[src/rtl/pipe_pkg.sv]
// Shared definitions for the pipe skid stage: state encoding and the
// default payload / counter widths used by the top level.
package pipe_pkg;

    localparam int DATA_W_DEF = 16;
    localparam int CNT_W_DEF  = 8;

    // Encoding doubles as the number of words held (0, 1 or 2).
    typedef enum logic [1:0] {
        ST_EMPTY = 2'b00,
        ST_FULL  = 2'b01,
        ST_SKID  = 2'b10
    } state_t;

endpackage

[src/rtl/pipe_dffe.sv]
// Parametrised-width enable flop with synchronous active-high reset.
// Ports:
//   clk - clock (rising edge)
//   rst - synchronous reset, clears q to zero, wins over en
//   en  - load enable
//   d   - next value
//   q   - registered value
module pipe_dffe #(
    parameter int W = 8
) (
    input  logic         clk,
    input  logic         rst,
    input  logic         en,
    input  logic [W-1:0] d,
    output logic [W-1:0] q
);

    always_ff @(posedge clk) begin
        if (rst) begin
            q <= '0;
        end else if (en) begin
            q <= d;
        end
    end

endmodule

[src/rtl/pipe_skid_stage.sv]
// Valid/ready pipeline stage with optional skid buffer and a saturating
// back-pressure counter.
//   SKID=1 : two-entry stage, in_ready comes straight from a flop so the
//            upstream ready path is cut from out_ready.
//   SKID=0 : one-entry stage, in_ready = !out_valid || out_ready.
// Ports:
//   clk, rst            - clock and synchronous active-high reset
//   in_valid/in_data    - upstream offer
//   in_ready            - stage accepts a word this cycle
//   out_valid/out_data  - oldest held word
//   out_ready           - downstream accepts out_data
//   flush               - drop held words and the word offered this cycle
//   stall_cnt           - saturating count of back-pressured cycles
module pipe_skid_stage
    import pipe_pkg::*;
#(
    parameter int DATA_W = DATA_W_DEF,
    parameter int SKID   = 1,
    parameter int CNT_W  = CNT_W_DEF
) (
    input  logic              clk,
    input  logic              rst,
    input  logic              in_valid,
    input  logic [DATA_W-1:0] in_data,
    output logic              in_ready,
    output logic              out_valid,
    output logic [DATA_W-1:0] out_data,
    input  logic              out_ready,
    input  logic              flush,
    output logic [CNT_W-1:0]  stall_cnt
);

    localparam logic [CNT_W-1:0] CNT_MAX = {CNT_W{1'b1}};

    function automatic logic [CNT_W-1:0] sat_inc(input logic [CNT_W-1:0] v);
        if (v == CNT_MAX) begin
            return v;
        end
        return v + CNT_W'(1);
    endfunction

    state_t            state_q;
    state_t            state_d;
    logic              in_ready_q;
    logic              in_xfer;
    logic              out_xfer;
    logic              out_en;
    logic [DATA_W-1:0] out_d;
    logic              skid_en;
    logic [DATA_W-1:0] skid_q;
    logic              stall_en;
    logic [CNT_W-1:0]  stall_d;

    assign out_valid = (state_q != ST_EMPTY);
    assign in_ready  = (SKID != 0) ? in_ready_q : (!out_valid || out_ready);
    assign in_xfer   = in_valid && in_ready && !flush;
    assign out_xfer  = out_valid && out_ready;

    always_ff @(posedge clk) begin
        if (rst) begin
            state_q <= ST_EMPTY;
        end else begin
            state_q <= state_d;
        end
    end

    // in_ready is held low for the cycle right after reset, then tracks
    // whether the next state leaves room for another word.
    always_ff @(posedge clk) begin
        if (rst) begin
            in_ready_q <= 1'b0;
        end else begin
            in_ready_q <= (state_d != ST_SKID);
        end
    end

    always_comb begin
        state_d = state_q;
        out_en  = 1'b0;
        out_d   = in_data;
        skid_en = 1'b0;
        if (flush) begin
            // Data registers keep their contents; only occupancy is cleared.
            state_d = ST_EMPTY;
        end else begin
            case (state_q)
                ST_EMPTY: begin
                    if (in_xfer) begin
                        state_d = ST_FULL;
                        out_en  = 1'b1;
                    end
                end
                ST_FULL: begin
                    if (in_xfer && out_xfer) begin
                        out_en = 1'b1;
                    end else if (in_xfer) begin
                        // Only reachable with SKID=1: SKID=0 never accepts
                        // into a full stage without draining it.
                        state_d = ST_SKID;
                        skid_en = 1'b1;
                    end else if (out_xfer) begin
                        state_d = ST_EMPTY;
                    end
                end
                ST_SKID: begin
                    if (out_xfer) begin
                        state_d = ST_FULL;
                        out_en  = 1'b1;
                        out_d   = skid_q;
                    end
                end
                default: begin
                    state_d = ST_EMPTY;
                end
            endcase
        end
    end

    assign stall_en = out_valid && !out_ready;
    assign stall_d  = sat_inc(stall_cnt);

    pipe_dffe #(.W(DATA_W)) u_out_reg (
        .clk (clk),
        .rst (rst),
        .en  (out_en),
        .d   (out_d),
        .q   (out_data)
    );

    pipe_dffe #(.W(DATA_W)) u_skid_reg (
        .clk (clk),
        .rst (rst),
        .en  (skid_en),
        .d   (in_data),
        .q   (skid_q)
    );

    pipe_dffe #(.W(CNT_W)) u_stall_reg (
        .clk (clk),
        .rst (rst),
        .en  (stall_en),
        .d   (stall_d),
        .q   (stall_cnt)
    );

endmodule
[config.mk]
export PLATFORM = sky130hd
export DESIGN_NAME = pipe_skid_stage
export DESIGN_NICKNAME = d
export VERILOG_FILES = /design/src/rtl/pipe_pkg.sv /design/src/rtl/pipe_dffe.sv /design/src/rtl/pipe_skid_stage.sv
export SDC_FILE = /design/constraint.sdc
export NUM_CORES = 1
export LEC_CHECK = 0
export ABC_AREA = 1
export CAP_MARGIN = 20
export CORE_MARGIN = 2
export CORE_UTILIZATION = 25
export CTS_CLUSTER_SIZE = 10
export DETAILED_ROUTE_END_ITERATION = 7
export GPL_TIMING_DRIVEN = 0
export PLACE_DENSITY_LB_ADDON = 0.05
export SLEW_MARGIN = 20
export SYNTH_ARGS = -nofsm -noshare
export SYNTH_HDL_FRONTEND = slang
export SYNTH_HIERARCHICAL = 1
export SYNTH_SLANG_ARGS = --single-unit
export TNS_END_PERCENT = 1
[constraint.sdc]
create_clock -name clk -period 3.1 [get_ports clk]
set_input_delay 0.62 -clock clk [delete_from_list [all_inputs] [get_ports clk]]
set_output_delay 0.62 -clock clk [all_outputs]
set_load 0.005 [all_outputs]
==> reports/results.ini, run 1 <==
[run_status]
outcome = finished, final reports clean

[clock_network]
cts.clk_slew.worst_paths_ns = 0.09
htreeDepth = 2
postCtsSetupBuffers = 0
clock_latency_ns = 0.30
ctsResizeCount = 0
cts-root-buf = clkbuf_8
cts.sinks = 43
cts_tree = yes
cts_inserted_buffers = 5
clockBufferDepth = 2
ctsHoldBuffers = 0

[global_routing]
antenna_found_initial = 0
grt_max_degree = 15
grt_pass1_vias = 2000
gr-usage-all-layers = 0.119
gr-total-overflow = 0
grt_pass1_wl_mm = 9.68

[job]
max_cap_violations = 0

[routing]
vias_per_cell = 3.72
dr_total_vias = 2085
finalWirelength_mm = 5.68
wl_per_cell_um = 10.1
antenna_left = 0
dr.pass1.iters = 4
drc_errors = 0
drtIter0Drc = 63

[cells_and_area]
antennaDiodeCount = 0
layout_commonest_cell = nand2_1
final_cell_area_mm2 = 0.00313
fin_nets = 452
final_cell_mix = nand2_1, nor2_1, inv_1, clkdlybuf4s50_1, dfxtp_1
drive_above_1_share = 0.132
syn2layout_area_growth_pct = 30.6

[placement]
dp_hpwl_mm = 4.29
dpl_cell_area_mm2 = 0.00302
port_buffers = 46
place_congestion = 0.779

[sta]
setup_viol = 0
rsz0062_at_grt = no
finalSetupTns_ns = 0
max_slew_margin = 0.711
fmax_mhz = 495
finalHoldViolCount = 0
finClkSkew_ns = 0.00937
worst_pin_slew_ns = 0.432
fin_crit_sh = 0.651
min_period_ns = 2.02
drv_slew = 0

[synthesis]
synth-seq-area-share = 0.359
netlist_instances = 377
ys_ff_latch = 43
ys_warn_count = 6
synth_fp_nets = 399
synth.cell_area_mm2 = 0.00240
synthDistinctLibCells = 22
syn_avg_cell_area_um2 = 6.37

[worst_setup_path]
path_max_fanout = 4
path_cells = inv_2, nand2_4, clkdlybuf4s50_1
critical_path.slowest_cell = clkdlybuf4s50_1
critPathLaunchType = flip-flop
crit_type = flip-flop to output port
critical_path_required_ns = 2.48
cpPeakStageDelay_ns = 0.50
critPathCaptureType = output port
cp.arrival_ns = 1.40

[power_and_ir_drop]
irDropWorstVdd_mv = 0.208
power_density_mw_per_mm2 = 369
power_leakage_nw = 1.41

[floorplan]
core_area_mm2 = 0.00928
initial_core_util = 0.258
die_w_um = 102
rows = 35
die_area_mm2 = 0.0104
io_pins = 47
die_y_um = 102

[worst_hold_path]
hold_path.class = flip-flop to flip-flop

==> stage by stage <==
step	total power, W	setup WS, ns	util	cells	hold slack (ns)
after floorplan	0.000653	1.57	-	377	0.449
after global placement	0.000721	0.846	0.325	552	0.457
after detailed placement	0.000721	0.864	0.325	552	0.464
after CTS	0.00119	1.06	0.338	560	0.477
after global routing	0.00123	1.02	0.338	560	0.502
final	0.00116	1.08	0.338	560	0.472
==> synth_stat cells <==
| cell type | n | share of area |
|---|---|---|
| a21oi_1 | 4 | 0.0083 |
| a21oi_2 | 1 | 0.0037 |
| and3_1 | 1 | 0.0026 |
| buf_4 | 2 | 0.0063 |
| buf_6 | 11 | 0.052 |
| dfxtp_1 | 43 | 0.36 |
| ha_1 | 1 | 0.0052 |
| inv_1 | 73 | 0.11 |
| inv_2 | 2 | 0.0031 |
| nand2_1 | 113 | 0.18 |
| nand2_2 | 3 | 0.0078 |
| nand2_4 | 2 | 0.0094 |
| nand3_1 | 8 | 0.017 |
| nand3_2 | 1 | 0.0042 |
| nand4_4 | 1 | 0.0089 |
| nor2_1 | 81 | 0.13 |
| nor2_2 | 8 | 0.021 |
| nor3_1 | 1 | 0.0021 |
| o21ai_0 | 1 | 0.0021 |
| o21ai_2 | 16 | 0.058 |
| or2_2 | 2 | 0.0052 |
| xor2_1 | 2 | 0.0073 |
==> power by group <==
group	leakage (nW)	internal [W]	total [W]	switching [W]
Clock	0.0581	0.000240	0.000450	0.000209
Combinational	1.00	0.0000711	0.000135	0.0000637
Sequential	0.348	0.000563	0.000571	0.00000818
Total	1.41	0.000874	0.00116	0.000281
==> final timing paths <==
path	startpoint	to	slack (ns)	cells after the start
worst min-delay path	u_skid_reg/q[0]	u_skid_reg/q[0]	0.47	2
worst max register to register	u_stall_reg/q[0]	u_stall_reg/q[0]	1.62	9
worst max-delay path	state_q[1]	out_valid	1.08	3
worst min register to register	u_skid_reg/q[0]	u_skid_reg/q[0]	0.47	2
==> per-layer routing <==
layer,global-route usage,up-vias,wire length [um]
met3,0.0246,4,184
met1,0.157,855,2920
met4,0.0369,0,61
met5,0,-,0
met2,0.194,32,2510
li1,-,1194,-
==> critical path, delay by kind of cell (launching register included) <==
kind / cells / cell delay (ns)
DFF: 1 / 0.43
and+or+nand+nor: 1 / 0.08
buffers and inverters: 2 / 0.59
==> state kept, by name (all words and copies together), names as in the netlist <==
| name | cells |
|---|---|
| u_stall_reg/q | 8 |
| u_skid_reg/q | 16 |
| state_q | 2 |
| in_ready | 1 |
| u_out_reg/q | 16 |
==> cell type report <==
| cell class | instances | area (um2) |
|---|---|---|
| fill | 1073 | 6150 |
| multi-input combinational | 246 | 1120 |
| sequential | 43 | 861 |
| timing repair buffer | 46 | 460 |
| inverter | 75 | 282 |
| tap | 129 | 161 |
| buffer | 13 | 139 |
| clock buffer | 5 | 68.8 |
| clock inverter | 3 | 43.8 |
==> logic make-up after synthesis <==
family                   share of synthesized area
AND/OR/NAND/NOR                              0.381
buffers and inverters                        0.175
flip-flops                                   0.359
AO/OA/AOI/OAI                               0.0725
XOR/XNOR                                   0.00730
adder cells (fa/ha/maj)                    0.00521
No activity file was read; power rests on OpenSTA's default activity.
==> run 2, diff against run 1 <==
==> constraint.sdc (replaced) <==
create_clock -name clk -period 1.6 [get_ports clk]
set_input_delay 0.32 -clock clk [delete_from_list [all_inputs] [get_ports clk]]
set_output_delay 0.32 -clock clk [all_outputs]
set_load 0.005 [all_outputs]
==> run 2 against run 1 <==
Combinational power is 95% higher; power is 94% higher; hold slack hardly changed; worst setup slack worse by 1.0 ns; global-route usage is 0.085 points higher; utilization is 0.34 points higher; first-iteration DRC count is 11% lower; clock power is 94% higher; via count is 0.19% higher; critical endpoint is now stall_cnt[3]; design area is 1.0% higher.
==> reports/results.ini, run 2 (synthesis gave the netlist of run 1 again) <==
[routing]
antenna_left = 0  ; unchanged
dr_total_vias = 2089  ; +0.19%
dr.pass1.iters = 4  ; unchanged
vias_per_cell = 3.72  ; -0.16%
drtIter0Drc = 56  ; -11%
wl_per_cell_um = 10.2  ; +0.21%
drc_errors = 0  ; unchanged
finalWirelength_mm = 5.71  ; +0.56%

[power_and_ir_drop]
clockPowerShare = 0.389  ; about the same
p_comb_frac = 0.117  ; about the same
p_seq_frac = 0.494  ; about the same
p_switching_w = 0.000546  ; +94%
finalPower_w = 0.00224  ; +94%
irDropWorstVdd_mv = 0.403  ; +94%
cellInternalPower_w = 0.00169  ; +94%
power_leakage_nw = 1.43  ; +1.2%
switching_share = 0.244  ; +0.000497
power_density_mw_per_mm2 = 707  ; +92%

[sta]
min_period_ns = 1.51
rsz0062_at_grt = yes
finClkSkew_ns = 0.00907  ; -0.000300 ns
fin_crit_sh = 0.947
setup_viol = 0  ; unchanged
max_slew_margin = 0.816  ; +0.105
finalHoldViolCount = 0  ; unchanged
fin_ws_ns = 0.0855  ; -0.996 ns
fmax_mhz = 660
worst_pin_slew_ns = 0.276  ; -0.156 ns
finalSetupTns_ns = 0  ; unchanged
drv_slew = 0  ; unchanged

[clock_network]
ctsHoldBuffers = 0  ; unchanged
cts-root-buf = clkbuf_8
cts.sinks = 43  ; unchanged
htreeDepth = 2  ; unchanged
clockBufferDepth = 2  ; unchanged
clock_latency_ns = 0.30  ; about the same
cts_tree = yes
cts.clk_slew.worst_paths_ns = 0.09  ; about the same
cts_inserted_buffers = 5  ; unchanged

[cells_and_area]
top_regs = u_out_reg/q: 16 flops, u_skid_reg/q: 16 flops, u_stall_reg/q: 8 flops
nFillCells = 1076  ; +0.28%
final_cell_mix = nand2_1, nor2_1, inv_1, clkdlybuf4s50_1, dfxtp_1
fin_nets = 454  ; +0.44%
syn2layout_area_growth_pct = 31.9
layout_commonest_cell = nand2_1
drive_above_1_share = 0.166  ; +0.0340
antennaDiodeCount = 0  ; unchanged
final_core_util = 0.341  ; +0.00337

[run_status]
outcome = finished, final reports clean

[worst_setup_path]
critical_path_required_ns = 1.28  ; -1.20 ns
path_max_fanout = 6  ; +2
crit_buf_inv = 1  ; -1
cpPeakStageDelay_ns = 0.51  ; about the same
critPathTopFamily = buffers and inverters
critPathLaunchType = flip-flop
critical_path.slowest_cell = clkdlybuf4s50_1
crit_type = flip-flop to output port
cp.arrival_ns = 1.19  ; -0.21 ns
critPathCaptureType = output port
path_cells = clkdlybuf4s50_1

[job]
max_cap_violations = 0  ; unchanged

[global_routing]
gr-total-overflow = 0  ; unchanged
antenna_found_initial = 0  ; unchanged
gr-usage-all-layers = 0.120  ; +0.000854
grt_max_degree = 15  ; unchanged
grt_pass1_wl_mm = 9.76  ; +0.86%
grt_pass1_vias = 2025  ; +1.3%

[floorplan]
rows = 35  ; unchanged
die_w_um = 102  ; unchanged
initial_core_util = 0.258  ; unchanged
die_area_mm2 = 0.0104  ; unchanged
core_area_mm2 = 0.00928  ; unchanged
die_y_um = 102  ; unchanged
io_pins = 47  ; unchanged

[placement]
dp_slack_ns = -0.336  ; -1.20 ns
place_congestion = 0.779  ; unchanged
port_buffers = 46  ; unchanged
dp_hpwl_mm = 4.29  ; unchanged

[worst_hold_path]
hold_path.class = flip-flop to flip-flop

run 2: cell count changes in the layout (fill, tap and decap cells not counted), sizes merged:
| cell | before | now |
|---|---|---|
| buf | 13 | 15 |
| dlygate4sd2 | 0 | 1 |
| clkdlybuf4s50 | 46 | 45 |
run 2: stage by stage:
stage | hold WS [ns] | instances | area (um2)
after global placement | 0.457 | 552 | 3020
after floorplan | 0.382 | 377 | 2400
after detailed placement | 0.464 | 552 | 3020
after global routing | 0.502 | 562 | 3170
after CTS | 0.477 | 562 | 3160
final | 0.473 | 562 | 3170
run 2: worst paths after layout:
| path | slack [ns] | end | depth (start not counted) | start |
|---|---|---|---|---|
| worst max-delay path | 0.09 | stall_cnt[3] | 1 | u_stall_reg/q[3] |
| worst min register to register | 0.47 | u_skid_reg/q[0] | 2 | u_skid_reg/q[0] |
| worst min-delay path | 0.47 | u_skid_reg/q[0] | 2 | u_skid_reg/q[0] |
| worst max register to register | 0.19 | u_stall_reg/q[0] | 9 | u_stall_reg/q[0] |
run 2: metal layers:
| layer | vias up | part of all wire | GRT usage |
|---|---|---|---|
| met4 | 0 | 0.011 | 0.0369 |
| met3 | 4 | 0.033 | 0.0246 |
| met5 | - | 0 | 0 |
| met1 | 853 | 0.51 | 0.158 |
| met2 | 34 | 0.44 | 0.197 |
| li1 | 1198 | - | - |
run 2: repair_timing:
item / 4_1_cts / 5_1_grt
setup buffers: 2 / 0
setup endpoints to repair: 10 / 22
gates resized for setup: 8 / 7
run 2: cell type report:
class	count	area [um2]	share of cell area
multi-input combinational	246	1120	0.354
sequential	43	876	0.277
timing repair buffer	48	474	0.150
inverter	75	282	0.0889
tap	129	161	0.0510
buffer	13	139	0.0439
clock buffer	5	68.8	0.0217
clock inverter	3	43.8	0.0138
run 2: power by group through the flow:
| stage | logic, W | registers, W | clock network (W) |
|---|---|---|---|
| floorplan | 0.000135 | 0.00113 | 0 |
| global placement | 0.000265 | 0.00113 | 0 |
| detailed placement | 0.000265 | 0.00113 | 0 |
| CTS | 0.000266 | 0.00111 | 0.000923 |
| global route | 0.000301 | 0.00111 | 0.000964 |
| finish | 0.000263 | 0.00111 | 0.000872 |
